**src/rtl/spi_flash_pkg.sv**
```systemverilog
// Shared types and constants for the SPI flash command sequencer.
package spi_flash_pkg;

  typedef enum logic [1:0] {
    CMD_READ    = 2'd0,
    CMD_PROGRAM = 2'd1,
    CMD_ERASE   = 2'd2,
    CMD_STATUS  = 2'd3
  } cmd_code_t;

  localparam logic [7:0] OP_WREN    = 8'h06;
  localparam logic [7:0] OP_READ    = 8'h03;
  localparam logic [7:0] OP_PROGRAM = 8'h02;
  localparam logic [7:0] OP_ERASE   = 8'h20;
  localparam logic [7:0] OP_RDSR    = 8'h05;

  localparam int HDR_BITS = 24;
  localparam int WIP_BIT  = 0;

  // Sequencer states, kept as plain constants so the encoding stays fixed.
  typedef logic [3:0] state_t;
  localparam state_t ST_IDLE     = 4'd0;
  localparam state_t ST_CHECK    = 4'd1;
  localparam state_t ST_LD_WREN  = 4'd2;
  localparam state_t ST_RUN_WREN = 4'd3;
  localparam state_t ST_LD_HDR   = 4'd4;
  localparam state_t ST_LD_PL    = 4'd5;
  localparam state_t ST_RUN_CMD  = 4'd6;
  localparam state_t ST_LD_POLL  = 4'd7;
  localparam state_t ST_RUN_POLL = 4'd8;
  localparam state_t ST_POP_ST   = 4'd9;
  localparam state_t ST_EVAL     = 4'd10;
  localparam state_t ST_FINISH   = 4'd11;

  function automatic logic [7:0] cmd_opcode(input cmd_code_t c);
    case (c)
      CMD_READ:    return OP_READ;
      CMD_PROGRAM: return OP_PROGRAM;
      CMD_ERASE:   return OP_ERASE;
      default:     return OP_RDSR;
    endcase
  endfunction

endpackage

```
**src/rtl/spi_flash_txloader.sv**
```systemverilog
// Pushes a 1..3 byte header followed by an optional host payload into the
// engine TX FIFO, stalling on tx_full without dropping or repeating bytes.
module spi_flash_txloader #(
  parameter int DATA = 8
) (
  input  logic            clk,
  input  logic            rst,
  input  logic            start,
  input  logic [1:0]      hdr_cnt,
  input  logic [8:0]      pl_cnt,
  input  logic [DATA-1:0] hdr0,
  input  logic [DATA-1:0] hdr1,
  input  logic [DATA-1:0] hdr2,
  input  logic            pl_valid,
  input  logic [DATA-1:0] pl_data,
  output logic            pl_ready,
  output logic            pl_phase,
  output logic [DATA-1:0] tx_wdata,
  output logic            tx_wr,
  input  logic            tx_full,
  output logic            done
);

  typedef enum logic [1:0] {PH_IDLE, PH_HDR, PH_PL} phase_t;

  phase_t          phase;
  logic [1:0]      idx;
  logic [1:0]      hcnt_q;
  logic [8:0]      pl_left;
  logic [DATA-1:0] h0_q, h1_q, h2_q;
  logic [DATA-1:0] hdr_byte;

  // Write strobe and data are combinational so a full FIFO blocks the write
  // in the very cycle it is flagged.
  always_comb begin
    // NOTE: every signal gets a default first so no path can infer a latch.
    hdr_byte = h0_q;
    tx_wdata = '0;
    case (idx)
      2'd1:    hdr_byte = h1_q;
      2'd2:    hdr_byte = h2_q;
      default: hdr_byte = h0_q;
    endcase
    pl_phase = (phase == PH_PL);
    pl_ready = pl_phase && !tx_full;
    tx_wr    = ((phase == PH_HDR) && !tx_full) || (pl_ready && pl_valid);
    if (phase == PH_HDR)     tx_wdata = hdr_byte;
    else if (phase == PH_PL) tx_wdata = pl_data;
  end

  // Walk header bytes, then payload bytes, and pulse done after the last one.
  always_ff @(posedge clk) begin
    // NOTE: sequential state uses <= only; blocking assignments here would
    // make readers of these registers depend on block evaluation order.
    if (rst) begin
      phase   <= PH_IDLE;
      idx     <= '0;
      hcnt_q  <= '0;
      pl_left <= '0;
      h0_q    <= '0;
      h1_q    <= '0;
      h2_q    <= '0;
      done    <= 1'b0;
    end else begin
      done <= 1'b0;
      case (phase)
        PH_IDLE: if (start) begin
          h0_q    <= hdr0;
          h1_q    <= hdr1;
          h2_q    <= hdr2;
          hcnt_q  <= hdr_cnt;
          pl_left <= pl_cnt;
          idx     <= '0;
          phase   <= PH_HDR;
        end
        PH_HDR: if (!tx_full) begin
          if (idx == hcnt_q - 2'd1) begin
            if (pl_left == '0) begin
              phase <= PH_IDLE;
              done  <= 1'b1;
            end else begin
              phase <= PH_PL;
            end
          end else begin
            idx <= idx + 2'd1;
          end
        end
        PH_PL: if (pl_valid && !tx_full) begin
          pl_left <= pl_left - 9'd1;
          if (pl_left == 9'd1) begin
            phase <= PH_IDLE;
            done  <= 1'b1;
          end
        end
        default: phase <= PH_IDLE;
      endcase
    end
  end

endmodule

```
**src/rtl/spi_flash_sequencer.sv**
```systemverilog
// Command-level SPI flash controller: turns READ/PROGRAM/ERASE/STATUS host
// commands into TX FIFO loads and engine transfers, inserting WREN before
// writes and polling the WIP bit until the write finishes or times out.
module spi_flash_sequencer
  import spi_flash_pkg::*;
#(
  parameter int          DATA      = 8,
  parameter int          MAX_BYTES = 32,
  parameter logic [15:0] POLL_MAX  = 16'd4096
) (
  input  logic            clk,
  input  logic            rst,
  input  logic            cmd_valid,
  output logic            cmd_ready,
  input  logic [1:0]      cmd_code,
  input  logic [15:0]     cmd_addr,
  input  logic [8:0]      cmd_nbytes,
  input  logic            pl_valid,
  input  logic [DATA-1:0] pl_data,
  output logic            pl_ready,
  output logic            done,
  output logic            error,
  output logic [DATA-1:0] status_byte,
  output logic            polling,
  output logic            eng_work,
  output logic            eng_op,
  output logic [15:0]     eng_len,
  input  logic            eng_busy,
  output logic [DATA-1:0] tx_wdata,
  output logic            tx_wr,
  input  logic            tx_full,
  input  logic [DATA-1:0] rx_rdata,
  output logic            rx_rd,
  input  logic            rx_empty
);

  localparam logic [8:0] MAX_NB = 9'(MAX_BYTES);

  state_t          state;
  cmd_code_t       code_q;
  logic [15:0]     addr_q;
  logic [8:0]      nbytes_q;
  logic            err_q;
  logic            out_of_reset;
  logic            seen_busy;
  logic [2:0]      wait_cnt;
  logic [15:0]     poll_cnt;
  logic [DATA-1:0] status_q;

  logic            ld_start;
  logic [DATA-1:0] ld_h0, ld_h1, ld_h2;
  logic [1:0]      ld_hcnt;
  logic [8:0]      ld_pcnt;
  logic            ld_done;
  logic            ld_pl_phase;

  logic            in_run, eng_complete, eng_timeout;
  logic            is_write_cmd, bad_len;
  logic            cmd_op;
  logic [15:0]     cmd_len;
  logic [DATA-1:0] cmd_a1, cmd_a0;
  logic [8:0]      cmd_pcnt;

  // Per-command header/length decode and engine handshake status.
  always_comb begin
    is_write_cmd = (code_q == CMD_PROGRAM) || (code_q == CMD_ERASE);
    bad_len      = ((code_q == CMD_READ) || (code_q == CMD_PROGRAM)) &&
                   ((nbytes_q == '0) || (nbytes_q > MAX_NB));
    cmd_op       = is_write_cmd;
    cmd_a1       = DATA'(addr_q[15:8]);
    cmd_a0       = DATA'(addr_q[7:0]);
    cmd_pcnt     = (code_q == CMD_PROGRAM) ? nbytes_q : 9'd0;
    cmd_len      = 16'(HDR_BITS) + {4'd0, nbytes_q, 3'd0};
    if (code_q == CMD_STATUS) begin
      cmd_a1  = '0;
      cmd_a0  = '0;
      cmd_len = 16'(HDR_BITS + 8);
    end else if (code_q == CMD_ERASE) begin
      cmd_len = 16'(HDR_BITS);
    end
    in_run       = (state == ST_RUN_WREN) || (state == ST_RUN_CMD) ||
                   (state == ST_RUN_POLL);
    eng_complete = in_run && seen_busy && !eng_busy;
    // Busy must show up by the fourth cycle after the work pulse.
    eng_timeout  = in_run && !seen_busy && !eng_busy && !eng_work &&
                   (wait_cnt == 3'd3);
  end

  // Host-facing and RX-side strobes decoded from the current state.
  always_comb begin
    cmd_ready   = (state == ST_IDLE) && out_of_reset;
    done        = (state == ST_FINISH);
    error       = (state == ST_FINISH) && err_q;
    polling     = (state == ST_LD_POLL) || (state == ST_RUN_POLL) ||
                  (state == ST_POP_ST)  || (state == ST_EVAL);
    rx_rd       = (state == ST_POP_ST) && !rx_empty;
    status_byte = status_q;
  end

  // Main command sequencer.
  always_ff @(posedge clk) begin
    if (rst) begin
      state        <= ST_IDLE;
      code_q       <= CMD_READ;
      addr_q       <= '0;
      nbytes_q     <= '0;
      err_q        <= 1'b0;
      out_of_reset <= 1'b0;
      seen_busy    <= 1'b0;
      wait_cnt     <= '0;
      poll_cnt     <= '0;
      status_q     <= '0;
      eng_work     <= 1'b0;
      eng_op       <= 1'b0;
      eng_len      <= '0;
      ld_start     <= 1'b0;
      ld_h0        <= '0;
      ld_h1        <= '0;
      ld_h2        <= '0;
      ld_hcnt      <= '0;
      ld_pcnt      <= '0;
    end else begin
      out_of_reset <= 1'b1;
      eng_work     <= 1'b0;
      ld_start     <= 1'b0;

      if (in_run) begin
        if (eng_busy)                     seen_busy <= 1'b1;
        else if (!seen_busy && !eng_work) wait_cnt  <= wait_cnt + 3'd1;
      end

      case (state)
        ST_IDLE: if (cmd_valid && cmd_ready) begin
          code_q   <= cmd_code_t'(cmd_code);
          addr_q   <= cmd_addr;
          nbytes_q <= cmd_nbytes;
          err_q    <= 1'b0;
          poll_cnt <= '0;
          state    <= ST_CHECK;
        end

        ST_CHECK: begin
          if (bad_len) begin
            err_q <= 1'b1;
            state <= ST_FINISH;
          end else if (is_write_cmd) begin
            ld_start <= 1'b1;
            ld_h0    <= DATA'(OP_WREN);
            ld_h1    <= '0;
            ld_h2    <= '0;
            ld_hcnt  <= 2'd1;
            ld_pcnt  <= '0;
            state    <= ST_LD_WREN;
          end else begin
            ld_start <= 1'b1;
            ld_h0    <= DATA'(cmd_opcode(code_q));
            ld_h1    <= cmd_a1;
            ld_h2    <= cmd_a0;
            ld_hcnt  <= 2'd3;
            ld_pcnt  <= cmd_pcnt;
            state    <= ST_LD_HDR;
          end
        end

        ST_LD_WREN: if (ld_done) begin
          eng_work  <= 1'b1;
          eng_op    <= 1'b1;
          eng_len   <= 16'd8;
          seen_busy <= 1'b0;
          wait_cnt  <= '0;
          state     <= ST_RUN_WREN;
        end

        ST_LD_HDR, ST_LD_PL: begin
          if (state == ST_LD_HDR && ld_pl_phase) begin
            state <= ST_LD_PL;
          end else if (ld_done) begin
            eng_work  <= 1'b1;
            eng_op    <= cmd_op;
            eng_len   <= cmd_len;
            seen_busy <= 1'b0;
            wait_cnt  <= '0;
            state     <= ST_RUN_CMD;
          end
        end

        ST_LD_POLL: if (ld_done) begin
          eng_work  <= 1'b1;
          eng_op    <= 1'b0;
          eng_len   <= 16'(HDR_BITS + 8);
          seen_busy <= 1'b0;
          wait_cnt  <= '0;
          state     <= ST_RUN_POLL;
        end

        ST_RUN_WREN, ST_RUN_CMD, ST_RUN_POLL: begin
          if (eng_timeout) begin
            err_q   <= 1'b1;
            eng_op  <= 1'b0;
            eng_len <= '0;
            state   <= ST_FINISH;
          end else if (eng_complete) begin
            eng_op  <= 1'b0;
            eng_len <= '0;
            if (state == ST_RUN_WREN) begin
              ld_start <= 1'b1;
              ld_h0    <= DATA'(cmd_opcode(code_q));
              ld_h1    <= cmd_a1;
              ld_h2    <= cmd_a0;
              ld_hcnt  <= 2'd3;
              ld_pcnt  <= cmd_pcnt;
              state    <= ST_LD_HDR;
            end else if (state == ST_RUN_POLL) begin
              state <= ST_POP_ST;
            end else if (is_write_cmd) begin
              ld_start <= 1'b1;
              ld_h0    <= DATA'(OP_RDSR);
              ld_h1    <= '0;
              ld_h2    <= '0;
              ld_hcnt  <= 2'd3;
              ld_pcnt  <= '0;
              state    <= ST_LD_POLL;
            end else begin
              state <= ST_FINISH;
            end
          end
        end

        ST_POP_ST: if (!rx_empty) begin
          status_q <= rx_rdata;
          state    <= ST_EVAL;
        end

        ST_EVAL: begin
          if (!status_q[WIP_BIT]) begin
            state <= ST_FINISH;
          end else if (poll_cnt + 16'd1 >= POLL_MAX) begin
            poll_cnt <= POLL_MAX;
            err_q    <= 1'b1;
            state    <= ST_FINISH;
          end else begin
            poll_cnt <= poll_cnt + 16'd1;
            ld_start <= 1'b1;
            ld_h0    <= DATA'(OP_RDSR);
            ld_h1    <= '0;
            ld_h2    <= '0;
            ld_hcnt  <= 2'd3;
            ld_pcnt  <= '0;
            state    <= ST_LD_POLL;
          end
        end

        ST_FINISH: state <= ST_IDLE;

        default: state <= ST_IDLE;
      endcase
    end
  end

  spi_flash_txloader #(.DATA(DATA)) u_txloader (
    .clk      (clk),
    .rst      (rst),
    .start    (ld_start),
    .hdr_cnt  (ld_hcnt),
    .pl_cnt   (ld_pcnt),
    .hdr0     (ld_h0),
    .hdr1     (ld_h1),
    .hdr2     (ld_h2),
    .pl_valid (pl_valid),
    .pl_data  (pl_data),
    .pl_ready (pl_ready),
    .pl_phase (ld_pl_phase),
    .tx_wdata (tx_wdata),
    .tx_wr    (tx_wr),
    .tx_full  (tx_full),
    .done     (ld_done)
  );

endmodule

```
**config.mk**
```make
export PLATFORM = sky130hd
export DESIGN_NAME = spi_flash_sequencer
export DESIGN_NICKNAME = d
export VERILOG_FILES = /design/src/rtl/spi_flash_pkg.sv /design/src/rtl/spi_flash_txloader.sv /design/src/rtl/spi_flash_sequencer.sv
export SDC_FILE = /design/constraint.sdc
export NUM_CORES = 1
export LEC_CHECK = 0
export BUFFER_PORTS_ARGS = -buffer_cell sky130_fd_sc_hd__buf_2
export CAP_MARGIN = 20
export CORE_UTILIZATION = 58
export DETAILED_ROUTE_END_ITERATION = 8
export PLACE_DENSITY = 0.78
export SLEW_MARGIN = 20
export SYNTH_ARGS = -nofsm -noshare
export SYNTH_HDL_FRONTEND = slang
export SYNTH_HIERARCHICAL = 1
export SYNTH_SLANG_ARGS = --single-unit
```
**constraint.sdc**
```tcl
create_clock -name clk -period 2.6 [get_ports clk]
set_input_delay 0.26 -clock clk [delete_from_list [all_inputs] [get_ports clk]]
set_output_delay 0.26 -clock clk [all_outputs]
set_load 0.01 [all_outputs]
```
---- Yosys cells after proc, flatten, opt, wreduce, memory -nomap -nowiden ----
Index checks and enable logic that the tools add are counted.
word-level totals
  register bits ........................... 155
  logic and storage cells ................. 276
cells by class
  $add $sub $neg .......................... 6
  order comparisons ....................... 2
  equality and inequality tests ........... 45
  mux-type cells .......................... 139
  bitwise gates (word level) .............. 1
  reductions and logical operators ........ 56
operators with widths
  kind                                                                      number
  8-bit 2-to-1 mux                                                          26
  16-bit 2-to-1 mux                                                         9
  9-bit 2-to-1 mux                                                          12
  8-bit case mux with 3 select lines                                        3
  16-bit case mux with 4 select lines                                       1
  4-bit 2-to-1 mux                                                          14
  2-bit 2-to-1 mux                                                          18
  16-bit case mux with 2 select lines                                       1
  4-bit case mux with 8 select lines                                        1
  1-bit 2-to-1 mux                                                          31
  9-bit case mux with 3 select lines                                        1
  13-bit 2-to-1 mux                                                         2
  2-bit inequality test (second input constant)                             13
  9-bit zero test                                                           2
  3-bit 2-to-1 mux                                                          6
  6-bit case mux with 3 select lines                                        1
  9-bit case mux with 2 select lines                                        1
  6-bit AND reduction                                                       3
  1-bit logical AND                                                         17
  16-bit by 1-bit adder with 16-bit output (second input constant)          1
  4-bit by 3-bit == test with 1-bit output (second input constant)          4
  4-bit == test (second input constant)                                     4
  16-bit by 13-bit >= comparator with 1-bit output (second input constant)  1
  8-bit case mux with 2 select lines                                        1
  other kinds (38)                                                          76

---- Logic depth before layout (Yosys ltp) ----
Gate-level depths: netlist of the first run.
  depth after elaboration ................. 9
  gate-level depth with buffers ........... 10
  gate-level depth less buffers ........... 8

---- Cells and area by module ----
Netlist of the first run, hierarchy kept.
modules (own cells, without submodules)
  module               instances  cells each  area an instance (um2)  sequential area each (um2)
  spi_flash_sequencer  1          611         4963.5                  2102.0
  spi_flash_txloader   1          292         2167.1                  800.8

---- Worst setup path before layout of the first run ----
No wires, ideal clock.
  kind .................................... flip-flop to flip-flop
  start ................................... register code_q[1]
  end ..................................... register ld_pcnt[0]
  arrival time ............................ 2.277 ns
  required time ........................... 2.484 ns
  slack ................................... 0.207 ns
  stages on the path, launching flop included .. 11
  path buffers ............................ 2
  path through ............................ dfxtp_1 inv_1 ha_1 clkbuf_1 nand4b_1 a21o_1 a21oi_1 nor2b_1 clkbuf_1 nor4b_1 a31o_2
on the way
  cells in the longest elaborated chain, start to end .. 6
  elaborated cells on any way between the ends .. 16
RTL lines
  what                                      RTL line                                                                         source
  from (decl)                               spi_flash_sequencer.sv:40                                                        cmd_code_t code_q;
  from (signal assigned)                    spi_flash_sequencer.sv:134                                                       code_q <= cmd_code_t'(cmd_code);
  2-bit by 1-bit == test with 1-bit output  spi_flash_sequencer.sv:66, spi_flash_sequencer.sv:67, spi_flash_sequencer.sv:72
  9-bit 2-to-1 mux                          spi_flash_sequencer.sv:72                                                        cmd_pcnt = (code_q == CMD_PROGRAM) ? nbytes_q : 9'd0;
  9-bit 2-to-1 mux                          spi_flash_sequencer.sv:205                                                       if (state == ST_RUN_WREN) begin
  9-bit 2-to-1 mux                          spi_flash_sequencer.sv:202                                                       end else if (eng_complete) begin
  9-bit 2-to-1 mux                          spi_flash_sequencer.sv:197                                                       if (eng_timeout) begin
  9-bit case mux with 3 select lines        spi_flash_sequencer.sv:132                                                       case (state)
  to (signal assigned)                      spi_flash_sequencer.sv:160                                                       ld_pcnt <= cmd_pcnt;
  to (signal assigned)                      spi_flash_sequencer.sv:211                                                       ld_pcnt <= cmd_pcnt;
  to (decl)                                 spi_flash_sequencer.sv:53                                                        logic [8:0] ld_pcnt;
Several ways; a longest one is shown, not always the timed one. The select of a mux whose other input is x is not followed.
A chain may end at the register's enable or synchronous reset.

---- Final worst setup path of the first run ----
  start ................................... register nbytes_q[0]
  end ..................................... register ld_pcnt[6]
on the way
  cells in the longest elaborated chain, start to end .. 5
  elaborated cells on any way between the ends .. 6
RTL lines
  what                                                                                                RTL line                    source
  from (decl)                                                                                         spi_flash_sequencer.sv:42   logic [8:0] nbytes_q;
  from (signal assigned)                                                                              spi_flash_sequencer.sv:136  nbytes_q <= cmd_nbytes;
  9-bit by 6-bit greater-than comparator with 1-bit output / 9-bit zero test (equally long branches)  spi_flash_sequencer.sv:68   ((nbytes_q == '0) || (nbytes_q > MAX_NB));
  1-bit logical OR *                                                                                  spi_flash_sequencer.sv:68
  1-bit logical AND *                                                                                 spi_flash_sequencer.sv:67   bad_len = ((code_q == CMD_READ) || (code_q == CMD_PROGRAM)) &&
  2-bit inequality test (no source line) *                                                            n/a
  8-bit AND reduction (no source line) *                                                              n/a
Mark *: on every way between the ends. The rest lies on a longest branch, timed or not.

==> flow_summary.yaml, run 1 <==
outcome:
  run_status: "finished, violations left"
  violations: "design-rule violations"
clocking:
  cts.htree.levels: 4
  clock_tree.buffer_depth: 2
  tritoncts: "yes"
  cts.repair_timing.setup_buffer_count: 0
  clkSlewWorstSetupHoldPaths_ns: 0.06
  clock-root-buffer: "clkbuf_16"
  latest_clock_arrival_within_the_worst_skew_pair_ns: 0.41
  cts-buffers-inserted: 17
  cts_hold_buffers: 0
  clock_sinks: 145
yosys:
  synthesis.instances: 903
  synth_cell_types: 67
  ys_async_sr_fraction_pct: 0
  yosys_warnings: 6
  synth_sequential_area_ratio_pct: 40.7
  number_of_flip_flops_and_latches_in_the_synthesized_netlist: 145
  synth-main-ff-cell: "dfxtp_1"
  synthesis.area_sq_um: 7130
  syn_area_per_cell_sq_um: 7.90
  synth-edff-count: 0
finish:
  layout-drive-gt1-share_pct: 17.9
  diodes: 0
  layout_commonest_cell: "nand2_1"
  final_cell_mix: "nand2_1 (173), dfxtp_1 (144), a21oi_1 (97)"
  layoutNonFillerInstCount: 1140
  syn2layout_area_growth_pct: 18.1
  final_net_count: 1051
setup_path:
  cp_data_arrival_time_ns: 2.72
  setup.worst_path.end_class: "flip-flop"
  timing.reg2reg.worst_path_depth: 9
  cp_launch_type: "flip-flop"
  cp.required_ns: 2.90
  cp_max_fo: 31
  timing.rr.start: "nbytes_q[0]"
  regToRegEndpoint: "ld_pcnt[6]"
  rrSetupSlack_ns: 0.19
  setup.worst_path.class: "flip-flop to flip-flop"
routing:
  drt.antenna.violating_nets: 0
  violation_count_after_the_first_detailed_routing_iteration: 505
  routed-via-count: 6542
  detailedRoute.firstPassIterationCount: 7
  routed_wl_microns: 16900
  avgViaCountPerCell: 5.74
  drc_violation_count_after_routing: 1
  route.detailed.wl_per_inst_microns: 14.8
power:
  internal_power_mw: 4.91
  vdd_drop_max_mv: 0.585
  powerDensity_nw_per_um2: 856
  net-switching-power_mw: 2.30
  clockPowerShare_pct: 36.6
  leakage_nw: 3.17
  seq_power_share_pct: 35.8
  power.combinational.fraction_pct: 27.6
  switching_share_pct: 31.9
worst_hold_path:
  hold_path_end: "addr_q[7]"
  hold_path_depth: 3
  hold_path.startpoint: "cmd_addr[7]"
  min-delay-path-class: "input port to flip-flop"
placement:
  place.port_buffers: 84
  place_inst: 1108
  gp_congestion: 0.900
  place_hpwl_microns: 11300
grt:
  global_route_wire_length_before_repair_microns: 28400
  grt_antenna_before_repair: 0
  globalRouteTotalUtil_pct: 27.6
  grt_max_degree: 63
  first_global_vias: 5998
  grt_overflow_total: 0
floorplan:
  chipWidth_microns: 113
  fp.dieH_microns: 113
  coreArea_sq_um: 12000
  initial_core_util_pct: 59.4
  io_pins: 91
  floorplan.rows: 40
  overall_die_area_sq_um: 12700
timing:
  timing.hold.ws_ns: 0.0783
  fin_crit_sh_pct: 92.8
  maxSlewViolCount: 0
  fin_crit_ns: 2.41
  max_slew.worst_pin.slew_ns: 0.790
  setup_total_negative_slack_ns: 0
  final-setup-viol-count: 0
  rsz0062_at_grt: "no"
  timing.max_slew.rel_slack_pct: 47.2
  hold_violations_final: 0
  clock-skew-final_ns: 0.00804
  maxClockFrequency_mhz: 414
run:
  max_cap_violations: 0
## final cells by class
cell class / instances / area [sq um]
Clock inverter: 10 / 181
Clock buffer: 22 / 464
Multi-Input combinational cell: 675 / 3910
Tap cell: 147 / 184
Fill cell: 999 / 3590
Sequential cell: 145 / 2900
Timing Repair Buffer: 120 / 706
Inverter: 21 / 78.8
## registers in the layout (all words and copies together) (netlist names), 2 cells and up
register            cells
code_q                  2
eng_len                10
u_txloader/pl_left      9
nbytes_q                9
u_txloader/idx          2
status_byte             8
u_txloader/hcnt_q       2
ld_h0                   4
poll_cnt               16
u_txloader/h2_q         8
ld_hcnt                 2
u_txloader/phase        2
ld_h1                   8
ld_pcnt                 9
u_txloader/h1_q         8
addr_q                 16
ld_h2                   8
wait_cnt                3
state                   4
u_txloader/h0_q         8
## Yosys cell counts, drive strengths merged, types with 9 or more instances
library cell  number  area share, %
nand2            173            9.1
ha                21            3.7
nor2b             11           0.97
a22oi              9           0.95
nor3              19            1.3
dfxtp            145             41
nand3             15            1.1
inv               21            1.1
mux2i             16            2.2
o211ai            18            1.9
nor2              64            3.4
or3               11            1.1
nor4b             13            1.6
buf               20            1.5
a21oi             98            6.9
o21ai             58            4.1
a31o               9            1.1
clkbuf            51            2.7
xnor2             12            1.5
a31oi              9           0.79
nand2b            10           0.88
## how the worst max path moves through the flow
stage / slack, ns / depth (start not counted) / start / end
global route: 0.02 / 7 / poll_cnt[0] / poll_cnt[6]
finish: 0.19 / 9 / nbytes_q[0] / ld_pcnt[6]
detailed placement: 0.21 / 9 / nbytes_q[0] / ld_pcnt[6]
floorplan: 0.21 / 10 / code_q[1] / ld_pcnt[0]
global placement: 0.27 / 9 / nbytes_q[0] / ld_pcnt[5]
CTS: 0.11 / 9 / nbytes_q[0] / ld_pcnt[6]
## critical path: stages, from the launching register on
cell     delay (ns)
dfxtp_1        0.31
inv_1          0.11
ha_1           0.17
nor4b_2        0.23
mux2_2         0.40
o32ai_2        0.30
nor2b_2        0.09
or2_1          0.21
buf_4          0.23
a31o_2         0.27
## routing by layer
metal / vias to the layer above / track usage (%) / routed length, microns
li1: 3293 / - / -
met1: 3009 / 35.8 / 7880
met2: 223 / 46.9 / 7930
met3: 17 / 5.73 / 914
met4: 0 / 7.02 / 153
met5: - / 0 / 0
## per-stage QoR
step                setup slack [ns]  power, mW  cell area, sq um  util, %
floorplan                      0.207       3.97              7160        -
global placement               0.267       4.54              7770     64.7
detailed placement             0.214       4.56              7770     64.7
CTS                            0.111       7.21              8420     70.1
global route                  0.0203       7.58              8420     70.1
finish                         0.187       7.21              8420     70.1
## power groups by stage
stage | Clock, mW | Sequential (mW) | Combinational [mW]
6_report | 2.64 | 2.58 | 1.99
5_1_grt | 2.78 | 2.60 | 2.20
4_1_cts | 2.66 | 2.57 | 1.97
3_5_place_dp | 0 | 2.62 | 1.94
3_3_place_gp | 0 | 2.62 | 1.93
2_1_floorplan | 0 | 2.55 | 1.43
## kinds of logic after synthesis
kind of cell | share of synthesized area [%]
XOR/XNOR | 2.46
other | 0.0526
multiplexers | 2.61
flip-flops | 40.7
buffers and inverters | 5.32
AND/OR/NAND/NOR | 24.4
adder cells (fa/ha/maj) | 3.68
AO/OA/AOI/OAI | 20.8
## what timing repair did
| item | 4_1_cts | 5_1_grt |
|---|---|---|
| endpoints found under the setup margin | 0 | 5 |
| hold endpoints to repair | 0 | 0 |
| gates resized for setup | 0 | 2 |
(Power assumes the default switching activity.)
==> inputs of run 2 (changes only) <==
Settings changed: PLACE_DENSITY 0.78 to not set, PLACE_DENSITY_LB_ADDON set to 0.08.
==> run 2 against run 1 <==
The run now ends clean. First-iteration DRC count grew 36%. Routed wire length grew 3.4%. Core utilization shrank 0.65 points. Via count grew 0.79%. Final cell count grew 0.26%. Critical path depth shrank 2. Register-to-register slack gained 0.04 ns. Power shrank 4.6%. Largest power group is now sequential cells. Highest routed layer unchanged.
==> flow_summary.yaml, run 2 (synthesis gave the netlist of run 1 again) <==
outcome:
  run_status: "finished clean"
floorplan:
  chipWidth_microns: 113
  fp.dieH_microns: 113
  floorplan.rows: 40
  coreArea_sq_um: 12000
  overall_die_area_sq_um: 12700
  initial_core_util_pct: 59.4
  io_pins: 91
grt:
  first_global_vias: 6042
  global_route_wire_length_before_repair_microns: 28800
  grt_max_degree: 46
  globalRouteTotalUtil_pct: 28.1
  grt_antenna_before_repair: 0
  grt_overflow_total: 0
timing:
  timing.hold.ws_ns: 0.0776
  clock-skew-final_ns: 0.00536
  max_slew.worst_pin.slew_ns: 0.792
  timing.max_slew.rel_slack_pct: 47.1
  fin_crit_sh_pct: 91.6
  rsz0062_at_grt: "no"
  maxSlewViolCount: 0
  final-setup-viol-count: 0
  setup_total_negative_slack_ns: 0
  maxClockFrequency_mhz: 420
  fin_crit_ns: 2.38
  hold_violations_final: 0
setup_path:
  cpMaxStageDelayCell: "ha_1"
  cp_max_fo: 8
  setup.worst_path.end_class: "output port"
  cp_data_arrival_time_ns: 2.12
  cp_cell_sequence: "inv_1, ha_1, inv_1, nor2_1, nand2_1, o21ai_0, buf_2"
  setup.worst_path.class: "flip-flop to output port"
  max_stage_delay_ns: 0.41
  cp.required_ns: 2.34
  critical-path-top-cell-by-count: "inv_1"
  cp_launch_type: "flip-flop"
finish:
  final_cell_mix: "nand2_1 (173), dfxtp_1 (145), a21oi_1 (97)"
  final.fill_count: 1016
  diodes: 0
  layout_commonest_cell: "nand2_1"
  top_regs: "addr_q (16), poll_cnt (16), eng_len (10)"
  layoutNonFillerInstCount: 1143
  layout-drive-gt1-share_pct: 17.9
  final_net_count: 1055
  syn2layout_area_growth_pct: 17.0
placement:
  place_inst: 1112
  gp_congestion: 0.893
  place_hpwl_microns: 12500
  place.port_buffers: 84
power:
  switching_share_pct: 33.4
  leakage_nw: 3.14
  internal_power_mw: 4.58
  vdd_drop_max_mv: 0.504
  power.combinational.fraction_pct: 29.4
  seq_power_share_pct: 37.5
  powerDensity_nw_per_um2: 824
  net-switching-power_mw: 2.29
  clockPowerShare_pct: 33.1
clocking:
  post_cts_resize_count: 0
  cts.htree.levels: 4
  clock-root-buffer: "clkbuf_16"
  clock_tree.buffer_depth: 2
  tritoncts: "yes"
  cts.repair_timing.setup_buffer_count: 0
  cts-buffers-inserted: 17
  clock_sinks: 145
  latest_clock_arrival_within_the_worst_skew_pair_ns: 0.42
  clkSlewWorstSetupHoldPaths_ns: 0.05
  cts_hold_buffers: 0
worst_hold_path:
  min-delay-path-class: "input port to flip-flop"
routing:
  detailedRoute.firstPassIterationCount: 5
  drt.antenna.violating_nets: 0
  violation_count_after_the_first_detailed_routing_iteration: 685
  drc_violation_count_after_routing: 0
  routed_wl_microns: 17500
  avgViaCountPerCell: 5.77
  routed-via-count: 6594
  route.detailed.wl_per_inst_microns: 15.3
run:
  max_cap_violations: 0
-- run 2: cell count changes in the layout (fill, tap and decap cells not counted), sizes merged --
cell / delta
buf: +4
bufinv: -4
clkbuf: +4
clkinv: -1
-- run 2: worst max-delay path, delay by kind of cell (launching register included) --
family | cells | cell delay, ns
and+or+nand+nor | 2 | 0.48
DFF | 1 | 0.32
AOI/OAI and AO/OA | 1 | 0.08
buffers and inverters | 3 | 0.40
adders and majority gates | 1 | 0.41
-- run 2: metal layers --
layer / track usage (%) / vias up / part of all wire, %
met2: 46.7 / 213 / 48
met5: 0 / - / 0
met3: 5.14 / 31 / 5.2
met1: 36.7 / 3052 / 45
met4: 10.1 / 0 / 1.8
li1: - / 3298 / -
-- run 2: path summary, 6_finish.rpt --
path | startpoint | endpoint | slack (ns) | depth (start not counted)
min | rx_rdata[4] | status_byte[4] | 0.08 | 3
min reg2reg | eng_len[7] | eng_len[7] | 0.45 | 2
max | u_txloader/phase[0] | tx_wdata[4] | 0.22 | 7
max reg2reg | poll_cnt[0] | poll_cnt[6] | 0.23 | 7
-- run 2: layout make-up --
| type | count | area (sq um) | share of cell area, % |
|---|---|---|---|
| inverter | 21 | 78.8 | 0.945 |
| timing repair buffer | 124 | 723 | 8.67 |
| tap | 147 | 184 | 2.20 |
| clock inverter | 5 | 52.6 | 0.630 |
| clock buffer | 26 | 499 | 5.98 |
| multi-input combinational | 675 | 3910 | 46.8 |
| sequential | 145 | 2900 | 34.8 |
-- run 2: power by group through the flow --
stage               Combinational, mW  Clock [mW]  Sequential [mW]
finish                           2.02        2.28             2.58
global route                     2.22        2.40             2.60
CTS                              1.99        2.32             2.58
detailed placement               1.97           0             2.62
global placement                 1.94           0             2.62
floorplan                        1.43           0             2.55
-- run 2: per-stage QoR --
step                power, mW  cell area (sq um)  util (%)  worst slack [ns]
detailed placement       4.59               7790      64.8             0.238
global placement         4.56               7790      64.8             0.278
finish                   6.87               8350      69.5             0.219
CTS                      6.89               8340      69.4             0.174
floorplan                3.97               7160         -             0.207
global route             7.22               8350      69.5            0.0489
==> inputs of run 3 (changes only) <==
Settings changed: PLACE_DENSITY_LB_ADDON 0.08 to 0.25.
==> run 3 against run 2 <==
Clock skew grew 0.00061 ns. Sequential share of layout area shrank 0.45 points. Worst setup slack gained 0.013 ns. Combinational power is essentially flat. Routed wire length shrank 2.9%. Count of clock-buffer cells in the layout shrank 2. Power grew 5.3%. Critical path type is now flip-flop to flip-flop. Highest routed layer unchanged.
==> flow_summary.yaml, run 3 (synthesis gave the netlist of run 1 again) <==
outcome:
  run_status: "finished clean"
power:
  internal_power_mw: 4.90
  seq_power_share_pct: 35.7
  power.combinational.fraction_pct: 27.7
  vdd_drop_max_mv: 0.738
  clockPowerShare_pct: 36.6
  net-switching-power_mw: 2.34
  switching_share_pct: 32.3
  powerDensity_nw_per_um2: 856
  leakage_nw: 3.18
finish:
  diodes: 0
  layout-drive-gt1-share_pct: 18.1
  design_area_sq_um: 8460
  final_net_count: 1054
  multi_input_area_sq_um: 3900
  final.fill_count: 1014
  syn2layout_area_growth_pct: 18.6
  top_regs: "addr_q (16), poll_cnt (16), eng_len (10)"
  layout.area.seq_sq_um: 2900
  finalCoreUtilization_pct: 70.4
  final_cell_mix: "nand2_1 (173), dfxtp_1 (145), a21oi_1 (97)"
  layout_commonest_cell: "nand2_1"
clocking:
  clock_sinks: 145
  clock_tree.buffer_depth: 2
  clkSlewWorstSetupHoldPaths_ns: 0.06
  cts_hold_buffers: 0
  latest_clock_arrival_within_the_worst_skew_pair_ns: 0.42
  tritoncts: "yes"
  clock-root-buffer: "clkbuf_16"
  post_cts_resize_count: 0
  cts.repair_timing.setup_buffer_count: 0
  cts.htree.levels: 4
  cts-buffers-inserted: 17
placement:
  place.port_buffers: 84
  detailed_place.area_sq_um: 7800
  gp_congestion: 0.907
  place_hpwl_microns: 11500
grt:
  grt_overflow_total: 0
  grt_max_degree: 88
  grt_antenna_before_repair: 0
  first_global_vias: 5865
  globalRouteTotalUtil_pct: 27.4
  global_route_wire_length_before_repair_microns: 28000
timing:
  maxSlewViolCount: 0
  fin_crit_ns: 2.37
  rsz0062_at_grt: "no"
  clock-skew-final_ns: 0.00597
  max_slew.worst_pin.slew_ns: 0.776
  maxClockFrequency_mhz: 422
  hold_violations_final: 0
  setup_total_negative_slack_ns: 0
  final-setup-viol-count: 0
  timing.max_slew.rel_slack_pct: 48.2
  fin_crit_sh_pct: 91.0
floorplan:
  initial_core_util_pct: 59.4
  floorplan.rows: 40
  overall_die_area_sq_um: 12700
  fp.dieH_microns: 113
  chipWidth_microns: 113
  coreArea_sq_um: 12000
  io_pins: 91
worst_hold_path:
  min-delay-path-class: "input port to flip-flop"
setup_path:
  setup.worst_path.class: "flip-flop to flip-flop"
  cp_launch_type: "flip-flop"
  cp_max_fo: 31
  setup.worst_path.end_class: "flip-flop"
  cp.required_ns: 2.91
  cp_data_arrival_time_ns: 2.68
routing:
  routed-via-count: 6515
  violation_count_after_the_first_detailed_routing_iteration: 470
  route.detailed.wl_per_inst_microns: 14.8
  avgViaCountPerCell: 5.70
  detailedRoute.firstPassIterationCount: 5
  routed_wl_microns: 16900
  drc_violation_count_after_routing: 0
  drt.antenna.violating_nets: 0
run:
  max_cap_violations: 0
==> run 3: cell type report <==
type	count	share of cell area, %
multi-input combinational	675	46.1
inverter	21	0.932
tap	147	2.18
sequential	145	34.3
clock buffer	24	5.93
timing repair buffer	123	8.76
clock inverter	8	1.76
==> run 3: metrics by stage <==
step / total power [mW] / cells / hold WS (ns) / worst slack (ns)
CTS: 7.22 / 1143 / 0.0607 / 0.222
global route: 7.59 / 1143 / 0.0627 / 0.0577
global placement: 4.57 / 1111 / 0.438 / 0.287
floorplan: 3.97 / 912 / 0.396 / 0.207
finish: 7.24 / 1143 / 0.0700 / 0.233
detailed placement: 4.58 / 1111 / 0.442 / 0.244
==> run 3: critical path: stages (launching register included) <==
cell	delay, ns
dfxtp_1	0.30
inv_1	0.09
ha_1	0.14
nor4b_1	0.25
mux2_2	0.39
o32ai_2	0.31
nor2b_2	0.07
or2_1	0.20
buf_4	0.23
a31o_2	0.27
==> run 3: power by group through the flow <==
stage	registers (mW)	clock network, mW	logic [mW]
4_1_cts	2.58	2.67	1.97
2_1_floorplan	2.55	0	1.43
5_1_grt	2.61	2.77	2.22
3_3_place_gp	2.62	0	1.95
6_report	2.59	2.65	2.00
3_5_place_dp	2.62	0	1.95
==> run 3: metal layers <==
| metal | track usage (%) | routed length [microns] | vias up | share of wire (%) |
|---|---|---|---|---|
| li1 | - | - | 3290 | - |
| met1 | 36.6 | 8060 | 3011 | 48 |
| met2 | 44.4 | 7860 | 188 | 46 |
| met3 | 6.05 | 824 | 26 | 4.9 |
| met4 | 8.77 | 208 | 0 | 1.2 |
| met5 | 0 | 0 | - | 0 |
==> run 3: final timing paths <==
path	start	to	slack, ns	cells after the start
min	cmd_nbytes[7]	nbytes_q[7]	0.07	3
max reg2reg	nbytes_q[0]	ld_pcnt[5]	0.23	9
min reg2reg	eng_len[6]	eng_len[6]	0.45	2
max	nbytes_q[0]	ld_pcnt[5]	0.23	9
